File: src/rtl/ascon_pack.sv
// Shared ASCON definitions: round-sequencer state type, round bounds and the
// p_c round-constant table indexed by the sequencer's round number.
package ascon_pack;

   typedef enum logic [1:0] {
      IDLE = 2'd0,
      RUN  = 2'd1,
      DONE = 2'd2
   } type_seq_state;

   localparam logic [3:0] LAST_ROUND    = 4'd11;
   localparam logic [3:0] START_ROUND_A = 4'd0;

   function automatic logic [7:0] round_constant(input logic [3:0] round);
      logic [7:0] rc;
      case (round)
         4'd0:    rc = 8'hf0;
         4'd1:    rc = 8'he1;
         4'd2:    rc = 8'hd2;
         4'd3:    rc = 8'hc3;
         4'd4:    rc = 8'hb4;
         4'd5:    rc = 8'ha5;
         4'd6:    rc = 8'h96;
         4'd7:    rc = 8'h87;
         4'd8:    rc = 8'h78;
         4'd9:    rc = 8'h69;
         4'd10:   rc = 8'h5a;
         4'd11:   rc = 8'h4b;
         default: rc = 8'h00;
      endcase
      return rc;
   endfunction

endpackage

File: src/rtl/sequenceur_rondes_if.sv
// Handshake and datapath-control bundle between the control FSM (master)
// and the round sequencer (slave).
interface sequenceur_rondes_if;

   logic       start_i;
   logic       mode_i;
   logic [3:0] round_o;
   logic       en_state_o;
   logic       sel_init_o;
   logic       busy_o;
   logic       done_o;

   modport master (
      output start_i,
      output mode_i,
      input  round_o,
      input  en_state_o,
      input  sel_init_o,
      input  busy_o,
      input  done_o
   );

   modport slave (
      input  start_i,
      input  mode_i,
      output round_o,
      output en_state_o,
      output sel_init_o,
      output busy_o,
      output done_o
   );

endinterface

File: src/rtl/sequenceur_rondes.sv
// Round sequencer for the iterative ASCON permutation: runs p^a or p^b one
// round per cycle, feeding round_o to p_c and strobing the state register.
//
// state | meaning
// IDLE  | waiting for start_i; round_o = 0, all strobes low
// RUN   | one round per cycle, state register loads every cycle
// DONE  | one-cycle done_o pulse, result stable in the state register
module sequenceur_rondes
   import ascon_pack::*;
#(
   parameter int NB_ROUNDS_A = 12,
   parameter int NB_ROUNDS_B = 6
) (
   input  logic                  clock_i,
   input  logic                  resetb_i,
   sequenceur_rondes_if.slave    bus
);

   // Both modes end on LAST_ROUND, so the start round is derived from the count.
   localparam logic [3:0] START_A = 4'(int'(START_ROUND_A) + 12 - NB_ROUNDS_A);
   localparam logic [3:0] START_B = 4'(int'(LAST_ROUND) + 1 - NB_ROUNDS_B);

   type_seq_state state_q, state_d;
   logic [3:0]    round_q, round_d;
   logic          mode_q, mode_d;
   logic [3:0]    start_round;

   always_ff @(posedge clock_i or negedge resetb_i) begin
      if (!resetb_i) begin
         state_q <= IDLE;
         mode_q  <= 1'b0;
      end else begin
         state_q <= state_d;
         mode_q  <= mode_d;
      end
   end

   always_comb begin
      state_d = state_q;
      mode_d  = mode_q;
      case (state_q)
         IDLE: begin
            if (bus.start_i) begin
               state_d = RUN;
               mode_d  = bus.mode_i;
            end
         end
         RUN: begin
            if (round_q == LAST_ROUND) state_d = DONE;
         end
         DONE:    state_d = IDLE;
         default: state_d = IDLE;
      endcase
   end

   always_ff @(posedge clock_i or negedge resetb_i) begin
      if (!resetb_i) round_q <= 4'd0;
      else           round_q <= round_d;
   end

   always_comb begin
      round_d = round_q;
      case (state_q)
         IDLE: begin
            if (bus.start_i) round_d = bus.mode_i ? START_B : START_A;
            else             round_d = 4'd0;
         end
         RUN: begin
            if (round_q != LAST_ROUND) round_d = round_q + 4'd1;
         end
         DONE:    round_d = 4'd0;
         default: round_d = 4'd0;
      endcase
   end

   // Uses the latched mode so a late mode_i change cannot re-select the input.
   assign start_round    = mode_q ? START_B : START_A;

   assign bus.round_o    = round_q;
   assign bus.en_state_o = (state_q == RUN);
   assign bus.sel_init_o = (state_q == RUN) && (round_q == start_round);
   assign bus.busy_o     = (state_q != IDLE);
   assign bus.done_o     = (state_q == DONE);

endmodule

File: src/flat_wrapper.sv
// flat-port wrapper written by rule: the top's interface ports become plain ports
module sequenceur_rondes_flat import ascon_pack::*;
#(
   parameter int NB_ROUNDS_A = 12,
   parameter int NB_ROUNDS_B = 6
)
  (clock_i, resetb_i, bus_start_i, bus_mode_i, bus_round_o, bus_en_state_o, bus_sel_init_o, bus_busy_o, bus_done_o);
  sequenceur_rondes_if bus_i ();
  input  logic clock_i;
  input  logic resetb_i;
  input wire logic [$bits(bus_i.start_i)-1:0] bus_start_i;
  input wire logic [$bits(bus_i.mode_i)-1:0] bus_mode_i;
  output wire logic [$bits(bus_i.round_o)-1:0] bus_round_o;
  output wire logic [$bits(bus_i.en_state_o)-1:0] bus_en_state_o;
  output wire logic [$bits(bus_i.sel_init_o)-1:0] bus_sel_init_o;
  output wire logic [$bits(bus_i.busy_o)-1:0] bus_busy_o;
  output wire logic [$bits(bus_i.done_o)-1:0] bus_done_o;
  assign bus_i.start_i = bus_start_i;
  assign bus_i.mode_i = bus_mode_i;
  assign bus_round_o = bus_i.round_o;
  assign bus_en_state_o = bus_i.en_state_o;
  assign bus_sel_init_o = bus_i.sel_init_o;
  assign bus_busy_o = bus_i.busy_o;
  assign bus_done_o = bus_i.done_o;
  sequenceur_rondes #(.NB_ROUNDS_A(NB_ROUNDS_A), .NB_ROUNDS_B(NB_ROUNDS_B)) u_core (.clock_i(clock_i), .resetb_i(resetb_i), .bus(bus_i));
endmodule
File: config.mk
export PLATFORM = sky130hd
export DESIGN_NAME = sequenceur_rondes_flat
export DESIGN_NICKNAME = d
export VERILOG_FILES = /design/src/rtl/ascon_pack.sv /design/src/rtl/sequenceur_rondes_if.sv /design/src/rtl/sequenceur_rondes.sv /design/src/flat_wrapper.sv
export SDC_FILE = /design/constraint.sdc
export NUM_CORES = 1
export LEC_CHECK = 0
export BUFFER_PORTS_ARGS = -buffer_cell sky130_fd_sc_hd__buf_2
export CORE_AREA = 3 3 40 42
export DETAILED_ROUTE_END_ITERATION = 7
export DIE_AREA = 0 0 43 45
export HOLD_SLACK_MARGIN = 0.08
export PLACE_DENSITY_LB_ADDON = 0.25
export SLEW_MARGIN = 10
export SYNTH_ARGS = -nofsm -noshare
export SYNTH_HDL_FRONTEND = slang
export SYNTH_SLANG_ARGS = --single-unit
File: constraint.sdc
create_clock -name clock_i -period 1.4 [get_ports clock_i]
set_clock_uncertainty 0.1 [all_clocks]
set_input_delay 0.14 -clock clock_i [delete_from_list [all_inputs] [get_ports clock_i]]
set_output_delay 0.14 -clock clock_i [all_outputs]
set_load 0.01 [all_outputs]
* After elaboration in Yosys (flattened, before gate mapping)
Cells that the tools add are included.
** Operators by class
- Add/subtract/negate cells :: 1
- $mul :: 0
- Div/mod/pow operators :: 0
- Magnitude comparators :: 0
- Equal/unequal tests :: 8
- Shifts and indexed selects :: 0
- Multiplexer cells :: 8
- Bitwise gates (word level) :: 0
- Reduce and logical (&&, ||, !) cells :: 5
** Operators by type and width (number)
- $mux W4 :: 2
- $pmux W4 S2 :: 1
- $mux W3 :: 2
- $add A4 B1 Y4 const B :: 1
- $eq A4 B4 Y1 :: 1
- $eq A4 B4 Y1 const B :: 1
- $mux W2 :: 2
- $ne A2 B1 Y1 const B :: 2
- $ne A4 B4 Y1 const B :: 1
- $pmux W2 S2 :: 1
- $reduce_and A2 Y1 :: 2
- $eq A2 B1 Y1 const B :: 1
- $eq A2 B2 Y1 const B :: 1
- $logic_not A2 Y1 :: 1
- $ne A2 B2 Y1 const B :: 1
- $reduce_bool A2 Y1 :: 1
- $logic_and A1 B1 Y1 :: 1
** Word-level totals
- Register bits :: 7
- Bits in latches :: 0
- RAM bits :: 0
- Memory bits (read-only) :: 0
- Input bits :: 4
- Output and inout port bits :: 8
- Word-level logic and storage cells :: 25
- Memories :: 0

* Depth between registers and ports, before layout
- Word-level depth :: 3
- Depth in mapped cells :: 4
- Mapped depth without buffers :: 4

* Worst setup path after synthesis
Ideal clock, no wire load.
- Kind :: register to output
- Start :: register u_core.round_q[1], in the netlist u_core.bus.round_o[1]
- End :: output bus_sel_init_o
- Arrival :: 1353 ps
- Data required time :: 1160 ps
- Setup slack :: -193 ps
- Stages on the path, launching flop included :: 3
- Path buffers :: 0
- Path through :: dfrtp_1 -> or3_1 -> a2111oi_1
** On the way
- Longest elaborated chain between the ends :: 2
** RTL lines
- from (decl) :: line sequenceur_rondes.sv:24 : logic [3:0] round_q, round_d;
- from (signal assigned) :: line sequenceur_rondes.sv:58 : else round_q <= round_d;
- $eq A4 B4 Y1 :: line sequenceur_rondes.sv:81 : assign bus.sel_init_o = (state_q == RUN) && (round_q == start_round);
- $logic_and A1 B1 Y1 :: line sequenceur_rondes.sv:81
- to (decl) :: line flat_wrapper.sv:15 : output wire logic [$bits(bus_i.sel_init_o)-1:0] bus_sel_init_o;
Every way passes these cells.

* Worst setup path after layout
Same ends and word-level chain as after synthesis.

==> key figures <==
Run status
  • Status: finished, violations left
  • Failing checks: negative setup slack

Timing
  • Setup ws final: -0.361 ns
  • Slew Viols, Final: 0
  • Fin crit share: 126%
  • Fmax: 568 MHz
  • Endpoints failing hold: 0
  • RSZ-0062 raised after global routing: true
  • Final TNS setup: -0.422 ns
  • Slew @ Worst Pin: 0.388 ns
  • Max-slew headroom: between 70% and 80%
  • Final setup viols: 4
  • Post-layout min period: 1.76 ns

Clocking
  • H-Tree Level Count: 1
  • CTS max path bufs: 2
  • Clk_lat worst skew: 0.26 ns
  • CTS tree: built
  • Clock sinks: 7
  • Root buffer cell: clkbuf_4
  • CTS buffer count: 3
  • Clk pin slew, worst setup/hold paths: roughly 0.060 ns

Global route
  • GRT Total Usage: 13.4%
  • Overflow left after global routing: 0
  • Pin count of the biggest net entering global routing: 8
  • Number of global-route vias before repair: 424
  • Initial antenna violation count: 0
  • Global-route wire length before repair: 1.88 mm

Logic synthesis
  • Cell variety after synth: 19
  • Yosys reg bits: 7
  • Post-Syn Instances: 37
  • Post-synthesis cell area: 362 um2
  • Mapped Nets: 42
  • Sequential fraction of the synthesis area: around 48%
  • Yosys warnings: 0
  • Syn Area/Cell: about 9.8 um2

Floorplan
  • Core ar.: between 1000 and 1500 um2
  • Initial Util: 28.1%
  • Die height: 45 um
  • Die width: 43 um
  • DIE AREA: a little under 2000 um2
  • Io pins: 12
  • FP Rows: 13

Worst setup path
  • Crit path buffers/inverters: 1
  • Crit path DAT: between 1.5 and 2 ns
  • Worst path cell trace: or3_4 > a2111oi_4 > buf_2
  • Internal reg-to-reg setup slack: -0.05 ns
  • Crit path depth: 3
  • CP max FO: 3
  • CP max-delay cell: dfrtp_1
  • Worst Reg-to-Reg Cells: 4
  • Max incr delay on CP: ~0.4 ns
  • Critical Path Source Type: flip-flop
  • Data required time of the critical path: 1.16 ns
  • Worst setup path class: flip-flop to primary output
  • Element type at the critical path end: primary output
  • CP top delay family: flip-flops

Power and ir drop
  • VDD IR max: 1.15 mV
  • PD cells: 2270 nW/um2
  • Sw frac: 38.6%
  • Clk pwr share: 11.3%
  • Comb pwr share: between 60% and 70%
  • Switch Pwr: 0.655 mW
  • Int Pwr: around 1.0 mW
  • Sequential share of power: 22.3%
  • Leakage Power: 0.360 nW

Final layout
  • Layout cells sized above 1: 61.8%
  • Final cell count without fillers: between 90 and 100
  • Commonest non-fill, non-tap cell in the layout: buf_4
  • Most frequent cells in the layout: 18 x buf_4, 9 x buf_2, 7 x dfrtp_1
  • Design area: 749 um2
  • Area Overhead vs Synth: 107%
  • Fill count: 123
  • Area occupied by multi-input gates: between 200 and 300 um2
  • Sequential cell area: 175 um2
  • Nets: about 80
  • Diode count: 0

Min path
  • Worst Hold Class: primary input to asynchronous set/reset pin

Place
  • Placed cell count: 76
  • GP Congestion: 0.726
  • Number of I/O port buffers: 11
  • HPWL Detailed: about 670 um
  • Placed Area: 551 um2

Drt
  • Iter 0 DRT Violations: 0
  • WL/cell: 13.1 um
  • Vias: 443
  • Routed Wire Length: approximately 1.2 mm
  • Post-detailed-route count of antenna-violating nets: 0
  • Via density per instance: around 5
  • DRC viols: 0
  • Drt first pass iters: 1

Job
  • Max Cap Violations: 0
-- synthesized netlist by cell type --
cell	count	area share, %
nor3_1	1	1.4
dfrtp_1	7	48
xor2_1	1	2.4
xnor2_1	1	2.4
a2111oi_1	2	5.5
nand3_1	2	2.8
inv_1	3	3.1
and4bb_2	1	3.5
ha_1	1	3.5
nand2_1	3	3.1
a21o_1	1	2.1
a211oi_1	1	2.1
o32a_1	1	2.8
a21oi_1	2	2.8
or2b_1	1	2.1
or3_1	1	1.7
and2b_1	1	2.1
nor2_1	6	6.2
nand3b_1	1	2.1
-- final timing paths --
| kind | startpoint | to |
|---|---|---|
| min reg2reg | u_core.mode_q | u_core.mode_q |
| max reg2reg | u_core.state_q[0] | u_core.bus.round_o[2] |
| max | u_core.bus.round_o[1] | bus_sel_init_o |
| min in group clock_i | bus_mode_i | u_core.bus.round_o[2] |
| max in group asynchronous | resetb_i | u_core.bus.round_o[3] |
| min | resetb_i | u_core.mode_q |
-- per-layer routing --
metal | share of wire [%] | vias to the layer above | track usage (%)
li1 | - | 211 | -
met1 | 41 | 212 | 14.7
met2 | 48 | 16 | 22.5
met3 | 7.0 | 4 | 6.37
met4 | 3.1 | 0 | 5.42
met5 | 0 | - | 0
-- cells by family after synthesis --
group | Yosys count | synth area share, %
XOR/XNOR | 2 | 4.85
flip-flops | 7 | 48.4
adder cells (fa/ha/maj) | 1 | 3.46
AND/OR/NAND/NOR | 17 | 24.9
buffers and inverters | 3 | 3.11
AO/OA/AOI/OAI | 7 | 15.2
-- repair_timing --
item,in CTS,in global routing
resized for setup,9,9
buffers inserted,5,5
endpoints found under the hold margin,8,0
pin swaps,3,3
hold buffers,2,0
endpoints found under the setup margin,2,7
-- per-stage QoR --
| step | hold slack (ns) | util (%) | setup WS [ns] | total power [mW] |
|---|---|---|---|---|
| detailed placement | -0.115 | 42.8 | -0.0887 | 1.13 |
| finish | 0.144 | 58.3 | -0.361 | 1.70 |
| CTS | 0.140 | 52.4 | -0.327 | 1.53 |
| floorplan | -0.256 | - | -0.0437 | 0.789 |
| global placement | -0.115 | 42.8 | -0.0690 | 1.13 |
| global route | 0.153 | 58.3 | -0.408 | 1.84 |
-- final cells by class --
type	count	share of cell area, %
Timing Repair Buffer	35	35.7
Clock buffer	4	3.51
Sequential cell	7	23.4
Inverter	3	1.50
Tap cell	15	2.50
Multi-Input combinational cell	27	33.4
-- worst register-to-register path, delay by kind of cell (launching register included) --
family	cells	cell delay [ns]
AND/OR/NAND/NOR	1	0.34
flip-flops	1	0.39
buffers and inverters	1	0.12
AO/OA/AOI/OAI	2	0.39
-- power groups by stage --
| stage | combinational, mW | clock (mW) | sequential (mW) |
|---|---|---|---|
| after floorplan | 0.352 | 0 | 0.437 |
| after global placement | 0.761 | 0 | 0.369 |
| after detailed placement | 0.762 | 0 | 0.370 |
| after CTS | 0.960 | 0.195 | 0.372 |
| after global routing | 1.24 | 0.214 | 0.390 |
| final | 1.13 | 0.191 | 0.379 |
-- state kept, by name, indices dropped and copies added, names as in the netlist --
| register | flops |
|---|---|
| u_core.mode_q | 1 |
| u_core.bus.round_o | 4 |
| u_core.state_q | 2 |
(Power assumes the default switching activity.)
